==> config.mk <==
export PLATFORM = sky130hd
export DESIGN_NAME = hazard_unit
export DESIGN_NICKNAME = d
export VERILOG_FILES = /design/src/rtl/hazard_pkg.sv /design/src/rtl/hazard_unit_mem_wait_fsm.sv /design/src/rtl/hazard_unit.sv
export SDC_FILE = /design/constraint.sdc
export NUM_CORES = 1
export LEC_CHECK = 0
export BUFFER_PORTS_ARGS = -buffer_cell sky130_fd_sc_hd__buf_2
export CAP_MARGIN = 20
export CORE_MARGIN = 8
export CORE_UTILIZATION = 35
export DETAILED_ROUTE_END_ITERATION = 6
export PLACE_DENSITY = 0.9
export SLEW_MARGIN = 0
export SYNTH_ARGS = -nofsm -noshare
export SYNTH_HDL_FRONTEND = slang
export SYNTH_SLANG_ARGS = --single-unit
==> constraint.sdc <==
create_clock -name vclk -period 2.62
set_input_delay 0.655 -clock vclk [all_inputs]
set_output_delay 0.655 -clock vclk [all_outputs]
set_load 0.02 [all_outputs]
==> src/rtl/hazard_pkg.sv <==
// -----------------------------------------------------------------------------
// hazard_pkg
// Shared definitions for the five-stage MIPS pipeline hazard unit:
//   - REG_AW           : register-address width
//   - mem_state_e      : data-memory wait FSM encoding (MEM_IDLE / MEM_WAIT)
//   - FWD_RF/FWD_W/FWD_M : ALU operand forward-select codes
//   - fwd_sel()        : forward-select resolution for one source operand
// -----------------------------------------------------------------------------
package hazard_pkg;

   localparam int REG_AW = 5;

   typedef enum logic [0:0] {
      MEM_IDLE = 1'b0,
      MEM_WAIT = 1'b1
   } mem_state_e;

   localparam logic [1:0] FWD_RF = 2'b00;
   localparam logic [1:0] FWD_W  = 2'b01;
   localparam logic [1:0] FWD_M  = 2'b10;

   // The M stage holds the younger result, so it wins over W. Register 0 is
   // hard-wired and must never be forwarded.
   function automatic logic [1:0] fwd_sel(
      input logic [REG_AW-1:0] src,
      input logic              regwrite_m,
      input logic [REG_AW-1:0] writereg_m,
      input logic              regwrite_w,
      input logic [REG_AW-1:0] writereg_w
   );
      logic [1:0] sel;
      if (src == {REG_AW{1'b0}}) begin
         sel = FWD_RF;
      end else if (regwrite_m && (writereg_m == src)) begin
         sel = FWD_M;
      end else if (regwrite_w && (writereg_w == src)) begin
         sel = FWD_W;
      end else begin
         sel = FWD_RF;
      end
      return sel;
   endfunction

endpackage

==> src/rtl/hazard_unit_mem_wait_fsm.sv <==
// -----------------------------------------------------------------------------
// mem_wait_fsm
// Data-memory wait-state handshake. Tracks whether a load/store in M is
// waiting on the data memory and produces the request and pipeline-freeze
// indication.
// Ports:
//   clk, rst_n       : clock, asynchronous active-low reset
//   mem_read_i       : load in M (memtoRegM)
//   mem_write_i      : store in M (memWriteM)
//   dmem_ready_i     : memory completes the access this cycle
//   dmem_req_o       : data-memory access request
//   mem_stall_o      : freeze the pipeline this cycle
// -----------------------------------------------------------------------------
module mem_wait_fsm
   import hazard_pkg::*;
(
   input  logic clk,
   input  logic rst_n,
   input  logic mem_read_i,
   input  logic mem_write_i,
   input  logic dmem_ready_i,
   output logic dmem_req_o,
   output logic mem_stall_o
);

   mem_state_e state_q;
   mem_state_e state_d;
   logic       mem_req_s;

   assign mem_req_s = mem_read_i | mem_write_i;

   // State register; reset forces IDLE immediately.
   always_ff @(posedge clk or negedge rst_n) begin
      if (!rst_n) begin
         state_q <= MEM_IDLE;
      end else begin
         state_q <= state_d;
      end
   end

   // Next-state and outputs. The freeze depends only on the live request and
   // ready, so a zero-wait access (ready already high) costs no cycle and the
   // freeze still follows the request inputs while reset is held.
   always_comb begin
      state_d     = state_q;
      dmem_req_o  = mem_req_s;
      mem_stall_o = mem_req_s & ~dmem_ready_i;
      case (state_q)
         MEM_IDLE: begin
            if (mem_req_s && !dmem_ready_i) begin
               state_d = MEM_WAIT;
            end else begin
               state_d = MEM_IDLE;
            end
         end
         MEM_WAIT: begin
            if (dmem_ready_i) begin
               state_d = MEM_IDLE;
            end else begin
               state_d = MEM_WAIT;
            end
         end
         default: begin
            state_d = MEM_IDLE;
         end
      endcase
   end

endmodule

==> src/rtl/hazard_unit.sv <==
// -----------------------------------------------------------------------------
// hazard_unit
// Pipeline hazard unit for the five-stage MIPS core: load-use stall, branch /
// jump flush, EX operand forwarding and data-memory wait-state freeze.
// Ports:
//   clk, rst                    : clock, asynchronous active-low reset
//   rsD, rtD, rsE, rtE          : source registers in D and E
//   writeregE/M/W, regwriteE/M/W: destination register and write enable
//   memtoRegE/M, memWriteM      : load in E/M, store in M
//   jumpD, branchTakenM         : jump in D, taken branch resolved in M
//   dmem_ready / dmem_req       : data-memory handshake
//   stallF..stallM              : hold PC / IF-ID / ID-EX / EX-MEM
//   flushD..flushW              : clear IF-ID / ID-EX / EX-MEM / MEM-WB
//   forwardAE, forwardBE        : ALU operand select (00 RF, 01 W, 10 M)
// Optional feature (macro HAZARD_PERF_EN): adds stall_cycles and flush_events
// 32-bit wrapping performance counters.
// -----------------------------------------------------------------------------
module hazard_unit
   import hazard_pkg::*;
(
   input  logic              clk,
   input  logic              rst,
   input  logic [REG_AW-1:0] rsD,
   input  logic [REG_AW-1:0] rtD,
   input  logic [REG_AW-1:0] rsE,
   input  logic [REG_AW-1:0] rtE,
   input  logic [REG_AW-1:0] writeregE,
   input  logic [REG_AW-1:0] writeregM,
   input  logic [REG_AW-1:0] writeregW,
   input  logic              regwriteE,
   input  logic              regwriteM,
   input  logic              regwriteW,
   input  logic              memtoRegE,
   input  logic              memtoRegM,
   input  logic              memWriteM,
   input  logic              jumpD,
   input  logic              branchTakenM,
   input  logic              dmem_ready,
   output logic              dmem_req,
   output logic              stallF,
   output logic              stallD,
   output logic              stallE,
   output logic              stallM,
   output logic              flushD,
   output logic              flushE,
   output logic              flushM,
   output logic              flushW,
   output logic [1:0]        forwardAE,
   output logic [1:0]        forwardBE
`ifdef HAZARD_PERF_EN
   ,
   output logic [31:0]       stall_cycles,
   output logic [31:0]       flush_events
`endif
);

   logic mem_stall_s;
   logic lwstall_s;

   mem_wait_fsm u_mem_fsm (
      .clk          (clk),
      .rst_n        (rst),
      .mem_read_i   (memtoRegM),
      .mem_write_i  (memWriteM),
      .dmem_ready_i (dmem_ready),
      .dmem_req_o   (dmem_req),
      .mem_stall_o  (mem_stall_s)
   );

   // Load in E whose result is needed by the instruction in D.
   assign lwstall_s = memtoRegE & regwriteE & (writeregE != {REG_AW{1'b0}}) &
                      ((writeregE == rsD) | (writeregE == rtD));

   // Priority: memory freeze > taken branch > load-use > jump. A load-use
   // stall beats the jump so the jump is simply re-seen next cycle.
   always_comb begin
      stallF = 1'b0;
      stallD = 1'b0;
      stallE = 1'b0;
      stallM = 1'b0;
      flushD = 1'b0;
      flushE = 1'b0;
      flushM = 1'b0;
      flushW = 1'b0;
      if (mem_stall_s) begin
         stallF = 1'b1;
         stallD = 1'b1;
         stallE = 1'b1;
         stallM = 1'b1;
         flushW = 1'b1;
      end else if (branchTakenM) begin
         flushD = 1'b1;
         flushE = 1'b1;
         flushM = 1'b1;
      end else if (lwstall_s) begin
         stallF = 1'b1;
         stallD = 1'b1;
         flushE = 1'b1;
      end else if (jumpD) begin
         flushD = 1'b1;
      end else begin
         flushD = 1'b0;
      end
   end

   // Forwarding keeps working during a stall.
   always_comb begin
      forwardAE = fwd_sel(rsE, regwriteM, writeregM, regwriteW, writeregW);
      forwardBE = fwd_sel(rtE, regwriteM, writeregM, regwriteW, writeregW);
   end

`ifdef HAZARD_PERF_EN
   logic [31:0] stall_cycles_q;
   logic [31:0] stall_cycles_d;
   logic [31:0] flush_events_q;
   logic [31:0] flush_events_d;

   // Counter next-state; both wrap naturally at 2^32.
   always_comb begin
      stall_cycles_d = stall_cycles_q;
      flush_events_d = flush_events_q;
      if (stallF | stallD | stallE | stallM) begin
         stall_cycles_d = stall_cycles_q + 32'd1;
      end else begin
         stall_cycles_d = stall_cycles_q;
      end
      if (flushD | flushE) begin
         flush_events_d = flush_events_q + 32'd1;
      end else begin
         flush_events_d = flush_events_q;
      end
   end

   // Counter registers; held at zero while reset is low.
   always_ff @(posedge clk or negedge rst) begin
      if (!rst) begin
         stall_cycles_q <= 32'd0;
         flush_events_q <= 32'd0;
      end else begin
         stall_cycles_q <= stall_cycles_d;
         flush_events_q <= flush_events_d;
      end
   end

   assign stall_cycles = stall_cycles_q;
   assign flush_events = flush_events_q;
`endif

endmodule

==> results.sh, run 1 <==
export IMPL_grt_pass1_wl_mm=2.76
export IMPL_ir_worst_vdd_v=0.0000662
export IMPL_dp_hpwl_mm=1.66
export IMPL_place_gp_congestion=0.905
export IMPL_syn_cell_area_um2=480
export IMPL_first_iter_violations=1
export IMPL_cp_max_fo=3
export IMPL_grt_usage=0.119
export IMPL_cts_repair_resized=0
export IMPL_diodes=0
export IMPL_p_leak_uw=0.000392
export IMPL_syn_area_per_cell_um2=7.17
export IMPL_syn_num_nets=113
export IMPL_io_pins=59
export IMPL_power_frac_clock=0
export IMPL_drive_above_1_share=0.488
export IMPL_pwr_share_comb=1.000
export IMPL_finalCritPeriodShare=0.950
export IMPL_holdCritPathClass="input port to primary output"
export IMPL_worst_ep_required_time_ns=1.97
export IMPL_portBuffers=57
export IMPL_globalRoute_totalOverflow=0
export IMPL_syn_inst=67
export IMPL_seq_cell_count=0
export IMPL_dieArea_um2=2810
export IMPL_final_max_slew_viol_count=0
export IMPL_p_int_uw=63.5
export IMPL_cp_cell_sequence="buf_2 -> or3_1 -> o311a_1 -> nand2b_2 -> o21ai_0 -> buf_2"
export IMPL_first_pass_iters=2
export IMPL_switching_share=0.509
export IMPL_seqPwrFrac=0
export IMPL_cpMostUsedCell="buf_2"
export IMPL_relSlewSlack=0.796
export IMPL_area_growth_pct=58.6
export IMPL_cpPeakStageDelay_ns=0.37
export IMPL_crit_path_end_kind="primary output"
export IMPL_wl_per_cell_um=12.9
export IMPL_die_h_um=53.1
export IMPL_power_switching_uw=65.8
export IMPL_vias=654
export IMPL_grt_pass1_vias=717
export IMPL_startpoint_type="input port"
export IMPL_final_nets=169
export IMPL_yosysTopAreaCellShare=0.328
export IMPL_cp_arrival_ns=1.83
export IMPL_period_minus_slack_ns=2.49
export IMPL_setup_tns_ns=0
export IMPL_status="finished, final reports clean"
export IMPL_die_x_um=53.1
export IMPL_maxCapViolations=0
export IMPL_power_per_cell_area_nw_per_um2=170
export IMPL_drt_total_wl_mm=1.76
export IMPL_nClkBuffers=0
export IMPL_initial_core_util=0.374
export IMPL_antenna_found_initial=0
export IMPL_grt_max_degree=5
export IMPL_drc=0
export IMPL_final_core_util=0.593
export IMPL_path_buf_inv=2
export IMPL_rsz0062_at_grt="false"
export IMPL_path_class="input port to primary output"
export IMPL_crit_family="simple AND/OR/NAND/NOR gates"
export IMPL_yosys_warnings=0
export IMPL_final_seq_area_um2=0
export IMPL_synthTopCellsByArea="xor2_1 (33%), xnor2_1 (22%), nor2_1 (6.3%)"
export IMPL_synth_largest_area_cell="xor2_1"
export IMPL_core_um2=1280
export IMPL_hold_buffers=0
export IMPL_post_cts_buffers=0
export IMPL_fmax_mhz=402
export IMPL_vias_per_cell=4.81
export IMPL_tightest_slew_ns=0.303
export IMPL_cp_slowest_cell="or3_1"
export IMPL_synth_cell_type_count=21
export IMPL_rows=13
export IMPL_final_setup_viol_count=0
export IMPL_ant_nets=0
export IMPL_finalHoldViolCount=0
export IMPL_ys_seq_area_frac=0
## power groups by stage
stage                     logic (µW)  clock network [µW]  registers (µW)
after floorplan                 69.8                   0               0
after global placement           127                   0               0
after detailed placement         130                   0               0
after CTS                        131                   0               0
after global routing             143                   0               0
final                            129                   0               0
## layout make-up
| cell class | instances | area [µm²] |
|---|---|---|
| Fill cell | 116 | 523 |
| Multi-Input combinational cell | 63 | 454 |
| Timing Repair Buffer | 57 | 285 |
| Tap cell | 15 | 18.8 |
| Inverter | 1 | 3.75 |
## per-layer routing
layer / GRT usage / vias to the layer above / routed length (µm)
li1: - / 338 / -
met1: 0.135 / 268 / 657
met2: 0.211 / 48 / 769
met3: 0.0476 / 0 / 331
met4: 0.00840 / 0 / 0
met5: 0 / - / 0
## cell families after synthesis
logic type | Yosys count | synth area share
AO/OA/AOI/OAI | 6 | 0.0937
XOR/XNOR | 30 | 0.547
buffers and inverters | 4 | 0.0547
AND/OR/NAND/NOR | 27 | 0.305
## path summary, 6_finish.rpt
path / slack (ns) / cells after the start / startpoint / to
worst max-delay path: 0.13 / 6 / writeregE[0] / stallD
worst min-delay path: 1.63 / 3 / memtoRegM / dmem_req
## cells in the mapped netlist
cell type  instances
nand3_1            2
o21bai_1           2
nand4_1            2
a22oi_1            1
nand2_1            3
xnor2_1           12
nor3_1             2
o21a_1             1
and2_1             1
or2_2              1
or4_1              2
nor4_1             2
o21ai_0            1
nor4b_1            2
nand2b_2           1
nor2_1             8
inv_1              1
buf_4              3
o311a_1            1
or3_1              1
xor2_1            18
## per-stage QoR
step / power (µW) / cell area [µm²] / setup slack [ns] / std cells / hold WS [ns]
global placement: 127 / 762 / 0.172 / 136 / 1.63
finish: 129 / 762 / 0.132 / 136 / 1.63
floorplan: 69.8 / 480 / 0.0569 / 67 / 1.44
CTS: 131 / 762 / 0.133 / 136 / 1.63
detailed placement: 130 / 762 / 0.132 / 136 / 1.63
global route: 143 / 762 / 0.0601 / 136 / 1.65
## cells in the final DEF (no fill, tap or decap), types with 2 or more instances in the layout
| cell | count |
|---|---|
| nor4b_1 | 2 |
| o21bai_1 | 2 |
| nor4_1 | 2 |
| nor3_1 | 2 |
| nand2_1 | 3 |
| xnor2_1 | 12 |
| nand4_1 | 2 |
| nor2_1 | 8 |
| xor2_1 | 18 |
| or4_1 | 2 |
| nand3_1 | 2 |
| buf_2 | 57 |
Power figures use the tool's default switching activity.
==> inputs of run 2 (changes only) <==
Settings changed: CORE_UTILIZATION 35 to 37, PLACE_DENSITY 0.9 to 0.94.
Clock period 2.62 ns to 2.9 ns, I/O delays scaled along.
==> run 2 against run 1 <==
  * Sequential cell count is the same
  * Routed wire length increased by 0.97%
  * Global-route usage grew 0.86 points
  * Power shrank 9.2%
  * Non-clock buffer count unchanged
  * Setup slack improved by 0.13 ns
  * Critical endpoint is now stallF
  * Via count rose by 2.8%
  * Die area down 3.8%
  * Cell area stayed put
  * Utilization up 1.5 points
  * Combinational power fell by 9%
==> results.sh, run 2 (synthesis gave the netlist of run 1 again) <==
export IMPL_status="finished, final reports clean"
export IMPL_antenna_found_initial=0
export IMPL_vias_per_cell=4.94
export IMPL_power_per_cell_area_nw_per_um2=154
export IMPL_dieArea_um2=2710
export IMPL_die_h_um=52.0
export IMPL_final_core_util=0.608
export IMPL_seq_cell_count=0
export IMPL_startpoint_type="input port"
export IMPL_drive_above_1_share=0.488
export IMPL_nClkBuffers=0
export IMPL_crit_path_end_kind="primary output"
export IMPL_finalPower_uw=117
export IMPL_tightest_slew_ns=0.301
export IMPL_grt_pass1_wl_mm=2.92
export IMPL_final_cell_mix="buf_2 (57), xor2_1 (18), xnor2_1 (12)"
export IMPL_rows=13
export IMPL_period_minus_slack_ns=2.64
export IMPL_dp_hpwl_mm=1.68
export IMPL_cts_repair_resized=0
export IMPL_final_setup_viol_count=0
export IMPL_globalRoute_totalOverflow=0
export IMPL_relSlewSlack=0.797
export IMPL_place_gp_congestion=0.926
export IMPL_grt_pass1_vias=763
export IMPL_worst_ep_required_time_ns=2.17
export IMPL_finalInstanceArea_um2=762
export IMPL_cpMostUsedCell="buf_2"
export IMPL_portBuffers=57
export IMPL_cpPeakStageDelay_ns=0.36
export IMPL_first_iter_violations=2
export IMPL_diodes=0
export IMPL_hold_buffers=0
export IMPL_fillers=116
export IMPL_layout_cells_most_common="buf_2"
export IMPL_cp_arrival_ns=1.91
export IMPL_finalCritPeriodShare=0.910
export IMPL_ir_worst_vdd_v=0.0000623
export IMPL_finalHoldViolCount=0
export IMPL_final_seq_area_um2=0
export IMPL_final_max_slew_viol_count=0
export IMPL_post_cts_buffers=0
export IMPL_cp_max_fo=3
export IMPL_min_path_cells=3
export IMPL_place_area_um2=762
export IMPL_cp_slowest_cell="or3_1"
export IMPL_maxCapViolations=0
export IMPL_first_pass_iters=2
export IMPL_final_nets=169
export IMPL_area_growth_pct=58.6
export IMPL_drc=0
export IMPL_vias=672
export IMPL_cp_cell_sequence="buf_2 -> or3_1 -> o311a_1 -> nand2b_2 -> o21ai_0 -> buf_2"
export IMPL_initial_core_util=0.384
export IMPL_grt_usage=0.127
export IMPL_holdCritPathClass="input port to primary output"
export IMPL_fmax_mhz=379
export IMPL_drt_total_wl_mm=1.77
export IMPL_core_um2=1250
export IMPL_wl_per_cell_um=13.0
export IMPL_rsz0062_at_grt="false"
export IMPL_fin_hold_ws_ns=1.77
export IMPL_grt_max_degree=5
export IMPL_die_x_um=52.0
export IMPL_ant_nets=0
export IMPL_setup_tns_ns=0
export IMPL_path_class="input port to primary output"
export IMPL_io_pins=59
export IMPL_p_leak_uw=0.000392
run 2: stage by stage:
stage                     std cells  setup WS [ns]
after floorplan                  67          0.197
after global placement          136          0.285
after detailed placement        136          0.267
after CTS                       136          0.266
after global routing            136          0.217
final                           136          0.261
run 2: path summary, 6_finish.rpt:
| check | from | endpoint | slack [ns] |
|---|---|---|---|
| setup / recovery | writeregE[0] | stallF | 0.26 |
| hold / removal | memtoRegM | dmem_req | 1.77 |
run 2: layer usage:
layer	vias to the layer above	global-route usage	part of all wire
li1	339	-	-
met1	282	0.139	0.39
met2	49	0.232	0.46
met3	2	0.0484	0.15
met4	0	0.0133	0.0079
met5	-	0	0
run 2: power breakdown:
group	internal, µW	total (µW)	switching (µW)
Clock	0	0	0
Combinational	57.4	117	60.0
Sequential	0	0	0
run 2: cell type report:
class / count / area, µm² / share of cell area
inverter: 1 / 3.75 / 0.00493
timing repair buffer: 57 / 285 / 0.374
multi-input combinational: 63 / 454 / 0.596
tap: 15 / 18.8 / 0.0246
run 2: worst max-delay path, delay by kind of cell:
family / cells / cell delay [ns]
AO/OA/AOI/OAI: 2 / 0.42
AND/OR/NAND/NOR: 2 / 0.45
buffers and inverters: 2 / 0.31
==> inputs of run 3 (changes only) <==
Settings changed: CORE_MARGIN 8 to default, PLACE_DENSITY 0.94 to default, PLACE_DENSITY_LB_ADDON from default to 0.1.
==> run 3 against run 2 <==
  * Non-clock buffer count unchanged
  * Power down 2.0%
  * Fmax up 1.1%
  * Sequential cell count unchanged
  * Global-route usage up 3.9 points
  * Via count down 5.8%
  * First-iteration DRC count rose to 3.5 times the previous value
  * Combinational power about the same
==> results.sh, run 3 (synthesis gave the netlist of run 1 again) <==
export IMPL_tightest_slew_ns=0.286
export IMPL_startpoint_type="input port"
export IMPL_core_um2=1160
export IMPL_top_usage_layer="met2"
export IMPL_setup_tns_ns=0
export IMPL_portBuffers=57
export IMPL_final_nets=169
export IMPL_drc=0
export IMPL_crit_start="writeregE[0]"
export IMPL_final_cell_mix="buf_2 (57), xor2_1 (18), xnor2_1 (12)"
export IMPL_dp_cells=135
export IMPL_final_max_slew_viol_count=0
export IMPL_cp_max_fo=3
export IMPL_globalRoute_totalOverflow=0
export IMPL_first_iter_violations=7
export IMPL_vias=633
export IMPL_cp_cell_sequence="buf_2 -> or3_1 -> o311a_1 -> nand2b_2 -> o21ai_0 -> buf_2"
export IMPL_initial_core_util=0.416
export IMPL_relSlewSlack=0.808
export IMPL_hold_buffers=0
export IMPL_use_met1=0.222
export IMPL_stdcell_count=135
export IMPL_io_pins=59
export IMPL_fmax_mhz=383
export IMPL_finalCritPeriodShare=0.900
export IMPL_cts_repair_resized=0
export IMPL_power_per_cell_area_nw_per_um2=151
export IMPL_first_pass_iters=2
export IMPL_cp_slowest_cell="or3_1"
export IMPL_status="finished, final reports clean"
export IMPL_drt_total_wl_mm=1.23
export IMPL_antenna_found_initial=0
export IMPL_fillers=109
export IMPL_seq_cell_count=0
export IMPL_cp_arrival_ns=1.89
export IMPL_die_x_um=38.0
export IMPL_final_seq_area_um2=0
export IMPL_holdCritPathClass="input port to primary output"
export IMPL_cpPeakStageDelay_ns=0.37
export IMPL_area_growth_pct=58.3
export IMPL_use_met3=0.00581
export IMPL_final_setup_viol_count=0
export IMPL_wl_per_cell_um=9.07
export IMPL_maxCapViolations=0
export IMPL_grt_max_degree=5
export IMPL_vias_per_cell=4.69
export IMPL_ir_worst_vdd_v=0.0000581
export IMPL_rsz0062_at_grt="false"
export IMPL_finalHoldViolCount=0
export IMPL_cp_endpoint="stallF"
export IMPL_grt_usage=0.167
export IMPL_drive_above_1_share=0.488
export IMPL_post_cts_buffers=0
export IMPL_place_gp_congestion=0.716
export IMPL_layout_cells_most_common="buf_2"
export IMPL_grt_use_met2=0.309
export IMPL_dp_slack_ns=0.281
export IMPL_dieArea_um2=1450
export IMPL_rows=12
export IMPL_die_h_um=38.0
export IMPL_path_class="input port to primary output"
export IMPL_diodes=0
export IMPL_ant_nets=0
export IMPL_grt_pass1_wl_mm=1.86
export IMPL_layout_setup_ws_ns=0.289
export IMPL_p_leak_uw=0.000392
export IMPL_cpMostUsedCell="buf_2"
export IMPL_crit_path_end_kind="primary output"
export IMPL_period_minus_slack_ns=2.61
export IMPL_worst_ep_required_time_ns=2.17
export IMPL_nClkBuffers=0
export IMPL_grt_pass1_vias=467
run 3: cell counts in the layout (fill, tap and decap cells not counted):
No cell type changed its count.
run 3: layout make-up:
cell class / instances / area (µm²) / area share
timing repair buffer: 57 / 285 / 0.375
multi-input combinational: 63 / 454 / 0.597
tap: 14 / 17.5 / 0.0230
inverter: 1 / 3.75 / 0.00493
run 3: worst max-delay path: cells and delay by family:
kind / cells / cell delay, ns
compound gates: 2 / 0.40
simple gates: 2 / 0.45
buf+inv: 2 / 0.30
run 3: worst min path at each step:
stage / endpoint / depth (start not counted) / start / slack, ns
2_1_floorplan: forwardAE[0] / 2 / regwriteW / 1.58
3_3_place_gp: dmem_req / 3 / memtoRegM / 1.76
3_5_place_dp: dmem_req / 3 / memtoRegM / 1.77
4_1_cts: dmem_req / 3 / memtoRegM / 1.77
5_1_grt: dmem_req / 3 / memtoRegM / 1.80
6_report: dmem_req / 3 / memtoRegM / 1.77
run 3: per-layer routing:
layer / vias to the layer above / part of all wire
li1: 340 / -
met1: 256 / 0.46
met2: 37 / 0.45
met3: 0 / 0.088
met4: 0 / 0
met5: - / 0
run 3: stage by stage:
stage	cell area [µm²]	hold slack, ns	power (µW)	util
2_1_floorplan	480	1.58	63.1	-
3_3_place_gp	761	1.76	115	0.658
3_5_place_dp	761	1.77	115	0.658
4_1_cts	761	1.77	116	0.658
5_1_grt	761	1.80	127	0.658
6_report	761	1.77	115	0.658
run 3: power by group:
part           leakage, µW  switching [µW]  total, µW  internal [µW]
Combinational     0.000392            57.6        115           57.3
Sequential               0               0          0              0
Clock                    0               0          0              0
Total             0.000392            57.6        115           57.3
